## src/rtl/npu_ldst_pkg.sv

```systemverilog
// Shared types for the rf_ldst descriptor scheduler.
// Contents:
//   RF_ADDR_W / LINE_NUM_W / TAG_W  descriptor field widths
//   ldst_desc_t                     one queued load/store descriptor
//   sched_state_t                   sequencer FSM states
//   desc_is_null()                  true for a descriptor with no lines to move
package npu_ldst_pkg;

    localparam int unsigned RF_ADDR_W  = 10;
    localparam int unsigned LINE_NUM_W = 11;
    localparam int unsigned TAG_W      = 4;

    typedef struct packed {
        logic                  is_store;
        logic [31:0]           sdram_addr;
        logic [RF_ADDR_W-1:0]  rf_addr;
        logic [LINE_NUM_W-1:0] line_num;
        logic [TAG_W-1:0]      tag;
    } ldst_desc_t;

    typedef enum logic [2:0] {
        IDLE,
        ISSUE,
        WAIT,
        CPL,
        REJECT
    } sched_state_t;

    // A zero-line descriptor is never sent to the engine; it completes with an error.
    function automatic logic desc_is_null(input ldst_desc_t d);
        return d.line_num == '0;
    endfunction

endpackage

```

## src/rtl/rf_ldst_sched_if.sv

```systemverilog
// Bus bundle between the control unit, the scheduler and the rf_ldst engine.
// Groups:
//   cmd_*  descriptor push from the control unit (valid/ready)
//   eng_*  start pulses and descriptor fields to rf_ldst, eng_done level back
//   cpl_*  single-cycle tagged completion, no backpressure
// Modports: master = control unit / engine side, slave = scheduler.
interface rf_ldst_sched_if;
    import npu_ldst_pkg::*;

    logic                  cmd_valid;
    logic                  cmd_ready;
    logic                  cmd_is_store;
    logic [31:0]           cmd_sdram_addr;
    logic [RF_ADDR_W-1:0]  cmd_rf_addr;
    logic [LINE_NUM_W-1:0] cmd_line_num;
    logic [TAG_W-1:0]      cmd_tag;

    logic                  eng_load_start;
    logic                  eng_store_start;
    logic [31:0]           eng_sdram_addr;
    logic [RF_ADDR_W-1:0]  eng_rf_addr;
    logic [LINE_NUM_W-1:0] eng_line_num;
    logic                  eng_done;

    logic                  cpl_valid;
    logic [TAG_W-1:0]      cpl_tag;
    logic                  cpl_err;

    modport master (
        output cmd_valid, cmd_is_store, cmd_sdram_addr, cmd_rf_addr, cmd_line_num, cmd_tag,
        input  cmd_ready,
        input  eng_load_start, eng_store_start, eng_sdram_addr, eng_rf_addr, eng_line_num,
        output eng_done,
        input  cpl_valid, cpl_tag, cpl_err
    );

    modport slave (
        input  cmd_valid, cmd_is_store, cmd_sdram_addr, cmd_rf_addr, cmd_line_num, cmd_tag,
        output cmd_ready,
        output eng_load_start, eng_store_start, eng_sdram_addr, eng_rf_addr, eng_line_num,
        input  eng_done,
        output cpl_valid, cpl_tag, cpl_err
    );

endinterface

```

## src/rtl/ldst_desc_fifo.sv

```systemverilog
// Synchronous FIFO of ldst_desc_t, no write-to-read bypass.
// Ports:
//   clk, rst_n   clock, asynchronous active-low reset (empties the FIFO)
//   push, wdata  write request; ignored while full
//   pop          read request; ignored while empty
//   rdata        current head entry (valid while !empty)
//   full, empty  occupancy flags
//   level        occupancy 0..DEPTH
module ldst_desc_fifo
    import npu_ldst_pkg::*;
#(
    parameter int unsigned DEPTH = 4
) (
    input  logic                    clk,
    input  logic                    rst_n,
    input  logic                    push,
    input  ldst_desc_t              wdata,
    input  logic                    pop,
    output ldst_desc_t              rdata,
    output logic                    full,
    output logic                    empty,
    output logic [$clog2(DEPTH):0]  level
);

    localparam int unsigned AW = $clog2(DEPTH);

    ldst_desc_t    mem [DEPTH];
    logic [AW:0]   wr_ptr_q;
    logic [AW:0]   rd_ptr_q;
    logic          do_push;
    logic          do_pop;

    // Pointers carry one extra wrap bit so full and empty are distinguishable.
    assign empty   = (wr_ptr_q == rd_ptr_q);
    assign full    = (wr_ptr_q[AW] != rd_ptr_q[AW]) && (wr_ptr_q[AW-1:0] == rd_ptr_q[AW-1:0]);
    assign level   = wr_ptr_q - rd_ptr_q;
    assign do_push = push && !full;
    assign do_pop  = pop && !empty;
    assign rdata   = mem[rd_ptr_q[AW-1:0]];

    always_ff @(posedge clk or negedge rst_n) begin
        if (!rst_n) begin
            wr_ptr_q <= '0;
            rd_ptr_q <= '0;
        end else begin
            if (do_push) begin
                wr_ptr_q <= wr_ptr_q + 1'b1;
            end
            if (do_pop) begin
                rd_ptr_q <= rd_ptr_q + 1'b1;
            end
        end
    end

    always_ff @(posedge clk) begin
        if (do_push) begin
            mem[wr_ptr_q[AW-1:0]] <= wdata;
        end
    end

endmodule

```

## src/rtl/rf_ldst_sched.sv

```systemverilog
// Descriptor queue and sequencer for the rf_ldst engine.
// Descriptors pushed by the control unit are queued, issued one at a time to
// rf_ldst, and each posts a tagged completion once the engine is idle again.
// Zero-line descriptors are rejected without touching the engine.
// Ports:
//   clk, rst_n  clock, asynchronous active-low reset (queue discarded)
//   sched_en    1 = may issue the next descriptor; a running op always finishes
//   bus         cmd_* push, eng_* engine control, cpl_* completion (slave view)
//   busy        queue non-empty or an op in flight
//   q_level     queue occupancy 0..DEPTH
module rf_ldst_sched
    import npu_ldst_pkg::*;
#(
    parameter int unsigned DEPTH = 4
) (
    input  logic                    clk,
    input  logic                    rst_n,
    input  logic                    sched_en,
    rf_ldst_sched_if.slave          bus,
    output logic                    busy,
    output logic [$clog2(DEPTH):0]  q_level
);

    sched_state_t state_q, state_d;
    ldst_desc_t   cur_q, cur_d;
    ldst_desc_t   head;
    ldst_desc_t   wr_desc;
    logic         fifo_full;
    logic         fifo_empty;
    logic         pop;

    always_comb begin
        wr_desc            = '0;
        wr_desc.is_store   = bus.cmd_is_store;
        wr_desc.sdram_addr = bus.cmd_sdram_addr;
        wr_desc.rf_addr    = bus.cmd_rf_addr;
        wr_desc.line_num   = bus.cmd_line_num;
        wr_desc.tag        = bus.cmd_tag;
    end

    ldst_desc_fifo #(
        .DEPTH (DEPTH)
    ) u_fifo (
        .clk   (clk),
        .rst_n (rst_n),
        .push  (bus.cmd_valid),
        .wdata (wr_desc),
        .pop   (pop),
        .rdata (head),
        .full  (fifo_full),
        .empty (fifo_empty),
        .level (q_level)
    );

    always_ff @(posedge clk or negedge rst_n) begin
        if (!rst_n) begin
            state_q <= IDLE;
            cur_q   <= '0;
        end else begin
            state_q <= state_d;
            cur_q   <= cur_d;
        end
    end

    always_comb begin
        state_d = state_q;
        cur_d   = cur_q;
        pop     = 1'b0;
        case (state_q)
            IDLE: begin
                // Only pop once the engine reports idle, so ops never overlap.
                if (sched_en && !fifo_empty && bus.eng_done) begin
                    pop     = 1'b1;
                    cur_d   = head;
                    state_d = desc_is_null(head) ? REJECT : ISSUE;
                end
            end
            ISSUE:   state_d = WAIT;
            WAIT: begin
                // The engine drops eng_done on the edge that takes the start pulse.
                if (bus.eng_done) begin
                    state_d = CPL;
                end
            end
            CPL:     state_d = IDLE;
            REJECT:  state_d = IDLE;
            default: state_d = IDLE;
        endcase
    end

    // Fields come from the registered descriptor, so they hold steady until
    // the next pop regardless of what the queue head does.
    assign bus.eng_sdram_addr  = cur_q.sdram_addr;
    assign bus.eng_rf_addr     = cur_q.rf_addr;
    assign bus.eng_line_num    = cur_q.line_num;
    assign bus.eng_load_start  = (state_q == ISSUE) && !cur_q.is_store;
    assign bus.eng_store_start = (state_q == ISSUE) && cur_q.is_store;

    assign bus.cpl_valid = (state_q == CPL) || (state_q == REJECT);
    assign bus.cpl_err   = (state_q == REJECT);
    assign bus.cpl_tag   = bus.cpl_valid ? cur_q.tag : '0;

    assign bus.cmd_ready = !fifo_full;
    assign busy          = !fifo_empty || (state_q != IDLE);

endmodule

```

## src/flat_wrapper.sv

```systemverilog
// flat-port wrapper written by rule: the top's interface ports become plain ports
module rf_ldst_sched_flat import npu_ldst_pkg::*;
#(
    parameter int unsigned DEPTH = 4
)
  (clk, rst_n, sched_en, busy, q_level, bus_cmd_valid, bus_cmd_is_store, bus_cmd_sdram_addr, bus_cmd_rf_addr, bus_cmd_line_num, bus_cmd_tag, bus_cmd_ready, bus_eng_load_start, bus_eng_store_start, bus_eng_sdram_addr, bus_eng_rf_addr, bus_eng_line_num, bus_eng_done, bus_cpl_valid, bus_cpl_tag, bus_cpl_err);
  rf_ldst_sched_if bus_i ();
  input  logic clk;
  input  logic rst_n;
  input  logic sched_en;
  output logic busy;
  output logic [$clog2(DEPTH):0] q_level;
  input wire logic [$bits(bus_i.cmd_valid)-1:0] bus_cmd_valid;
  input wire logic [$bits(bus_i.cmd_is_store)-1:0] bus_cmd_is_store;
  input wire logic [$bits(bus_i.cmd_sdram_addr)-1:0] bus_cmd_sdram_addr;
  input wire logic [$bits(bus_i.cmd_rf_addr)-1:0] bus_cmd_rf_addr;
  input wire logic [$bits(bus_i.cmd_line_num)-1:0] bus_cmd_line_num;
  input wire logic [$bits(bus_i.cmd_tag)-1:0] bus_cmd_tag;
  output wire logic [$bits(bus_i.cmd_ready)-1:0] bus_cmd_ready;
  output wire logic [$bits(bus_i.eng_load_start)-1:0] bus_eng_load_start;
  output wire logic [$bits(bus_i.eng_store_start)-1:0] bus_eng_store_start;
  output wire logic [$bits(bus_i.eng_sdram_addr)-1:0] bus_eng_sdram_addr;
  output wire logic [$bits(bus_i.eng_rf_addr)-1:0] bus_eng_rf_addr;
  output wire logic [$bits(bus_i.eng_line_num)-1:0] bus_eng_line_num;
  input wire logic [$bits(bus_i.eng_done)-1:0] bus_eng_done;
  output wire logic [$bits(bus_i.cpl_valid)-1:0] bus_cpl_valid;
  output wire logic [$bits(bus_i.cpl_tag)-1:0] bus_cpl_tag;
  output wire logic [$bits(bus_i.cpl_err)-1:0] bus_cpl_err;
  assign bus_i.cmd_valid = bus_cmd_valid;
  assign bus_i.cmd_is_store = bus_cmd_is_store;
  assign bus_i.cmd_sdram_addr = bus_cmd_sdram_addr;
  assign bus_i.cmd_rf_addr = bus_cmd_rf_addr;
  assign bus_i.cmd_line_num = bus_cmd_line_num;
  assign bus_i.cmd_tag = bus_cmd_tag;
  assign bus_cmd_ready = bus_i.cmd_ready;
  assign bus_eng_load_start = bus_i.eng_load_start;
  assign bus_eng_store_start = bus_i.eng_store_start;
  assign bus_eng_sdram_addr = bus_i.eng_sdram_addr;
  assign bus_eng_rf_addr = bus_i.eng_rf_addr;
  assign bus_eng_line_num = bus_i.eng_line_num;
  assign bus_i.eng_done = bus_eng_done;
  assign bus_cpl_valid = bus_i.cpl_valid;
  assign bus_cpl_tag = bus_i.cpl_tag;
  assign bus_cpl_err = bus_i.cpl_err;
  rf_ldst_sched #(.DEPTH(DEPTH)) u_core (.clk(clk), .rst_n(rst_n), .sched_en(sched_en), .bus(bus_i), .busy(busy), .q_level(q_level));
endmodule
```

## config.mk

```make
export PLATFORM = sky130hd
export DESIGN_NAME = rf_ldst_sched_flat
export DESIGN_NICKNAME = d
export VERILOG_FILES = /design/src/rtl/npu_ldst_pkg.sv /design/src/rtl/rf_ldst_sched_if.sv /design/src/rtl/ldst_desc_fifo.sv /design/src/rtl/rf_ldst_sched.sv /design/src/flat_wrapper.sv
export SDC_FILE = /design/constraint.sdc
export NUM_CORES = 1
export LEC_CHECK = 0
export ABC_AREA = 1
export BUFFER_PORTS_ARGS = -buffer_cell sky130_fd_sc_hd__buf_2
export CAP_MARGIN = 20
export CORE_MARGIN = 5
export CORE_UTILIZATION = 37
export DETAILED_ROUTE_END_ITERATION = 16
export PLACE_DENSITY = 0.51
export SKIP_CTS_REPAIR_TIMING = 1
export SLEW_MARGIN = 20
export SYNTH_ARGS = -nofsm -noshare
export SYNTH_HDL_FRONTEND = slang
export SYNTH_SLANG_ARGS = --single-unit
```

## constraint.sdc

```tcl
create_clock -name clk -period 4.7 [get_ports clk]
set_input_delay 0.705 -clock clk [delete_from_list [all_inputs] [get_ports clk]]
set_output_delay 0.705 -clock clk [all_outputs]
set_load 0.01 [all_outputs]
```

* After elaboration in Yosys (flattened, before gate mapping)
Memory sizes are Yosys's and may differ from the RTL's. Index checks and enable logic that the tools add are counted.
Word-level totals: register bits after elaboration 67, bits in latches 0, memory bits (writable) 232, ROM bits 0, input bits 63, output and inout port bits 66, logic and storage cells 47, memories 1
Memories:
- u_core.u_fifo.mem | words 4, bits a word 58, rd ports 1, clocked after Yosys merged registers in 0, write ports 1, line ldst_desc_fifo.sv:27 | ldst_desc_t mem [DEPTH];
Cells by class: $add $sub $neg 3, multipliers 0, div/mod/pow operators 0, $lt $le $gt $ge 0, equality and inequality tests 9, shift operators 0, muxes and demuxes 9, bitwise logic cells 0, reductions and logical operators 17
Operator list (count):
- $logic_not A11 Y1 | 1
- $mux W3 | 3
- $pmux W3 S3 | 1
- $logic_and A1 B1 Y1 | 7
- $add A3 B1 Y3 const B | 2
- $eq A3 B2 Y1 const B | 2
- $mux W1 | 4
- $mux W4 | 1
- $reduce_and A2 Y1 | 2
- $eq A3 B1 Y1 const B | 1
- $eq A3 B3 Y1 | 1
- $eq A3 B3 Y1 const B | 1
- $logic_not A1 Y1 | 3
- $logic_not A3 Y1 | 1
- $reduce_bool A3 Y1 | 1
- $sub A3 B3 Y3 | 1
- $eq A2 B2 Y1 | 1
- $logic_or A1 B1 Y1 | 2
- $ne A2 B1 Y1 const B | 1
- $ne A2 B2 Y1 const B | 1
- $ne A1 B1 Y1 | 1

* Longest topological paths before layout
depth after elaboration 7, gate-level depth with buffers 11, gate-level depth less buffers 9

* Cells and area by module
Synthesis repeated with hierarchy kept, for this count alone.
Second synthesis, totals: cells, all modules 965, area, all modules 11920.2 sq um
By module, submodules not included:
- ldst_desc_fifo | times used 1, cells an instance 624, area an instance 9067.4 sq um, sequential area each 7116.8 sq um
- rf_ldst_sched | times used 1, cells an instance 341, area an instance 2852.7 sq um, sequential area each 1526.5 sq um

* Worst setup path before layout
OpenSTA, ideal clock, no wires.
kind register -> register, start register u_core.u_fifo.rd_ptr_q[1], end memory u_core.u_fifo.mem[3][0] (netlist name), enable pin, setup time 0.477 ns, arrival time 3.969 ns, data required time 4.223 ns, setup slack 0.254 ns, cell stages (with the launch flop) 8, path buffers 2, period minus slack after synthesis 4.446 ns, cell sequence dfrtp_1 inv_2 buf_2 buf_2 ha_1 nand4_1 nand2_2 nor2_1
On the way: longest elaborated chain between the ends 6
RTL lines:
- start, declared | line ldst_desc_fifo.sv:29 | logic [AW:0] rd_ptr_q;
- start signal, assigned | line ldst_desc_fifo.sv:50 | rd_ptr_q <= rd_ptr_q + 1'b1;
- $eq A2 B2 Y1 | line ldst_desc_fifo.sv:35 | assign full = (wr_ptr_q[AW] != rd_ptr_q[AW]) && (wr_ptr_q[AW-1:0] == rd_ptr_q[AW-1:0]);
- $logic_and A1 B1 Y1 | line ldst_desc_fifo.sv:35
- $logic_not A1 Y1
- via bus_cmd_ready | line flat_wrapper.sv:19 | output wire logic [$bits(bus_i.cmd_ready)-1:0] bus_cmd_ready;
- $logic_and A1 B1 Y1 | line ldst_desc_fifo.sv:37 | assign do_push = push && !full;
- $mux W1 | line ldst_desc_fifo.sv:56 | if (do_push) begin
- $mux W1 (implied by the code) | line ldst_desc_fifo.sv:57 | mem[wr_ptr_q[AW-1:0]] <= wdata;
- end, declared | line ldst_desc_fifo.sv:27
The timed path passes the listed nets, and every way through them passes these cells.

* Final worst setup path
start register u_core.u_fifo.rd_ptr_q[0], end memory u_core.u_fifo.mem[2][21] (netlist name), enable pin
On the way: longest elaborated chain between the ends 6
RTL lines (line):
- $eq A2 B2 Y1 | ldst_desc_fifo.sv:35
- $logic_and A1 B1 Y1 | ldst_desc_fifo.sv:35
- $logic_not A1 Y1 | ldst_desc_fifo.sv:37
- $logic_and A1 B1 Y1 | ldst_desc_fifo.sv:37
- $mux W1 | ldst_desc_fifo.sv:56
- $mux W1 (implied by the code) | ldst_desc_fifo.sv:57
Every way passes these cells.

==> out/metrics.cfg <==
[yosys]
netlist_area_um2=11940
synth_nets=1025
yosys-top-cells-count=edfxtp_1 (232), nand2_1 (190), nor2_1 (114)
synth_top_area_share=0.5834
synth_edf_count=232
yosysMostFrequentCell=edfxtp_1
syn_inst=954
ys_seq_elements=299
yosys-top-cells-area=edfxtp_1 (58%), dfrtp_1 (14%), nand2_1 (6.0%)
yosys.area.top_type=edfxtp_1
synthArstFlopShare=0.2241
ys_types=29
syn_area_per_cell_um2=12.52
yosys_warnings=0
ys_seq_area_frac=0.7238
ys.flop_type=edfxtp_1

[timing]
final_hold_viol_count=0
period_share=0.6586
setup_viol=0
tightestPinTransition_ns=0.9519
finalSetupTns_ns=0
worst_hold_slack_ns=0.3514
rsz0062_at_grt=no
min_period_ns=3.096
slew_viol_final=0
fmax_mhz=323.0
fin_worst_skew_ns=0.009112
slew_headroom=0.3654

[power_and_ir_drop]
powerDensity_nw_per_um2=665.9
p_leak_nw=5.317
peakVddDrop_v=0.0002839
finalPower_w=0.009019

[critical_path]
cp.required_ns=4.88
start_kind=register
path_max_fanout=60
cp_num_buf_inv=1
critPathKind=register to register
critPathSlowestCell=dfrtp_4
critical-path-top-delay-family=simple AND/OR/NAND/NOR gates
max_stage_delay_ns=0.83
worstPathArrival_ns=3.27
setup.worst_path.end_class=register
path_cells=ha_1, nand4_1, nand2_2, nor2_4, buf_4

[global_route]
antenna_found_initial=1
grt_max_degree=78
gr-total-overflow=0
grt_use_total=0.1446
grt_pass1_wl_um=41140
grt_pass1_vias=7110

[routing]
firstDrtPassIters=5
via_per_inst=4.823
drc_errors=0
drt_iter0_markers=497
postRouteWirelength_um=26090
wire_per_inst_um=17.94
vias=7012
postRouteAntennaNets=0

[cts]
clkTransAtPathRegs_ns=0.05
cts_buffers=34
clockBufferDepth=3
tritoncts=built
clock_latency_ns=0.50
htreeDepth=2
cts_root_buffer=clkbuf_16
clock-sinks=299

[die]
die-area_um2=35970
die_height_um=189.7
rows=65
start_util=0.3765
num_io_pins=129
coreArea_um2=31720
die_w_um=189.7

[flow_run]
maxCapViolCount=0

[placed_design]
hpwl_um=14870
dp.cells=1393
io_buffers=128
globalplace.congestion=0.7386

[hold_path]
hold_path_class=input port to asynchronous set/reset pin

[finish]
drive_gt1_frac=0.2120
nets=1098
areaGrowthSynthToFinish_pct=13.43
postLayoutCoreUtil=0.4271
final_cell_count_no_fill=1454
diodes=0

[status]
status=finished clean

-- power breakdown --
part | leakage (nW) | internal (W) | total (W) | switching [W]
clock | 0.520 | 0.00149 | 0.00248 | 0.000984
sequential | 2.96 | 0.00362 | 0.00391 | 0.000286
combinational | 1.84 | 0.000811 | 0.00264 | 0.00183
-- through the flow --
step / cell area (µm²) / worst slack, ns
after global routing: 13550 / 1.378
after detailed placement: 12490 / 1.522
after CTS: 13550 / 1.505
final: 13550 / 1.604
after global placement: 12490 / 1.572
after floorplan: 11940 / 0.2540
-- registers in the layout (all words and copies together), names as in the netlist --
register / cells
u_core.bus.eng_line_num: 11
u_core.state_q: 3
u_core.cur_q: 5
u_core.u_fifo.wr_ptr_q: 3
u_core.u_fifo.rd_ptr_q: 3
u_core.bus.eng_sdram_addr: 32
u_core.u_fifo.mem: 232
u_core.bus.eng_rf_addr: 10
-- logic make-up (layout without fill, tap and decap cells) --
logic type	Yosys count	in the layout	share of synthesized area
flip-flops	299	299	0.7238
AO/OA/AOI/OAI	162	162	0.07282
AND/OR/NAND/NOR	357	357	0.1241
XOR/XNOR	5	5	0.003668
adder cells (fa/ha/maj)	8	8	0.009011
buffers and inverters	123	221	0.06664
-- final timing paths --
path,start,to,slack (ns),depth (start not counted)
min reg2reg,u_core.bus.eng_sdram_addr[2],u_core.bus.eng_sdram_addr[2],0.46,2
min in group clk,bus_cmd_rf_addr[0],u_core.u_fifo.mem[3][15],0.42,1
max reg2reg,u_core.u_fifo.rd_ptr_q[0],u_core.u_fifo.mem[2][21],1.60,5
max in group asynchronous,rst_n,u_core.u_fifo.rd_ptr_q[0],3.66,1
max,u_core.u_fifo.rd_ptr_q[0],u_core.u_fifo.mem[2][21],1.60,5
min,rst_n,u_core.bus.eng_line_num[3],0.35,1
-- metal layers --
layer | track usage | vias up | wire length (µm) | share of wire
li1 | - | 3408 | - | -
met1 | 0.2071 | 3415 | 12300 | 0.47
met2 | 0.2307 | 149 | 12160 | 0.47
met3 | 0.02807 | 38 | 1207 | 0.046
met4 | 0.03311 | 2 | 408 | 0.016
met5 | 0 | - | 13 | 0.00050
-- cell type report --
type                            instances  area (µm²)
Clock buffer                           50       974.7
Clock inverter                         11       77.57
Fill cell                            2952       18170
Inverter                               21       83.83
Multi-Input combinational cell        532        2532
Sequential cell                       299        8648
Tap cell                              402       503.0
Timing Repair Buffer                  139       725.7
-- cells in the final DEF, fill, tap and decap left out, types with 3 or more instances in the layout --
cell / instances
a21oi_1: 3
o22ai_1: 47
dfrtp_1: 65
nor2_4: 4
nand3_1: 23
ha_1: 7
inv_1: 17
edfxtp_1: 232
clkbuf_1: 13
nand2_1: 190
nand2_2: 22
xor2_1: 3
buf_4: 12
clkbuf_16: 37
buf_2: 127
nor2_1: 110
o21ai_1: 10
clkinv_2: 8
o21ai_0: 102
Note: power is estimated with default switching activity, not from simulation.
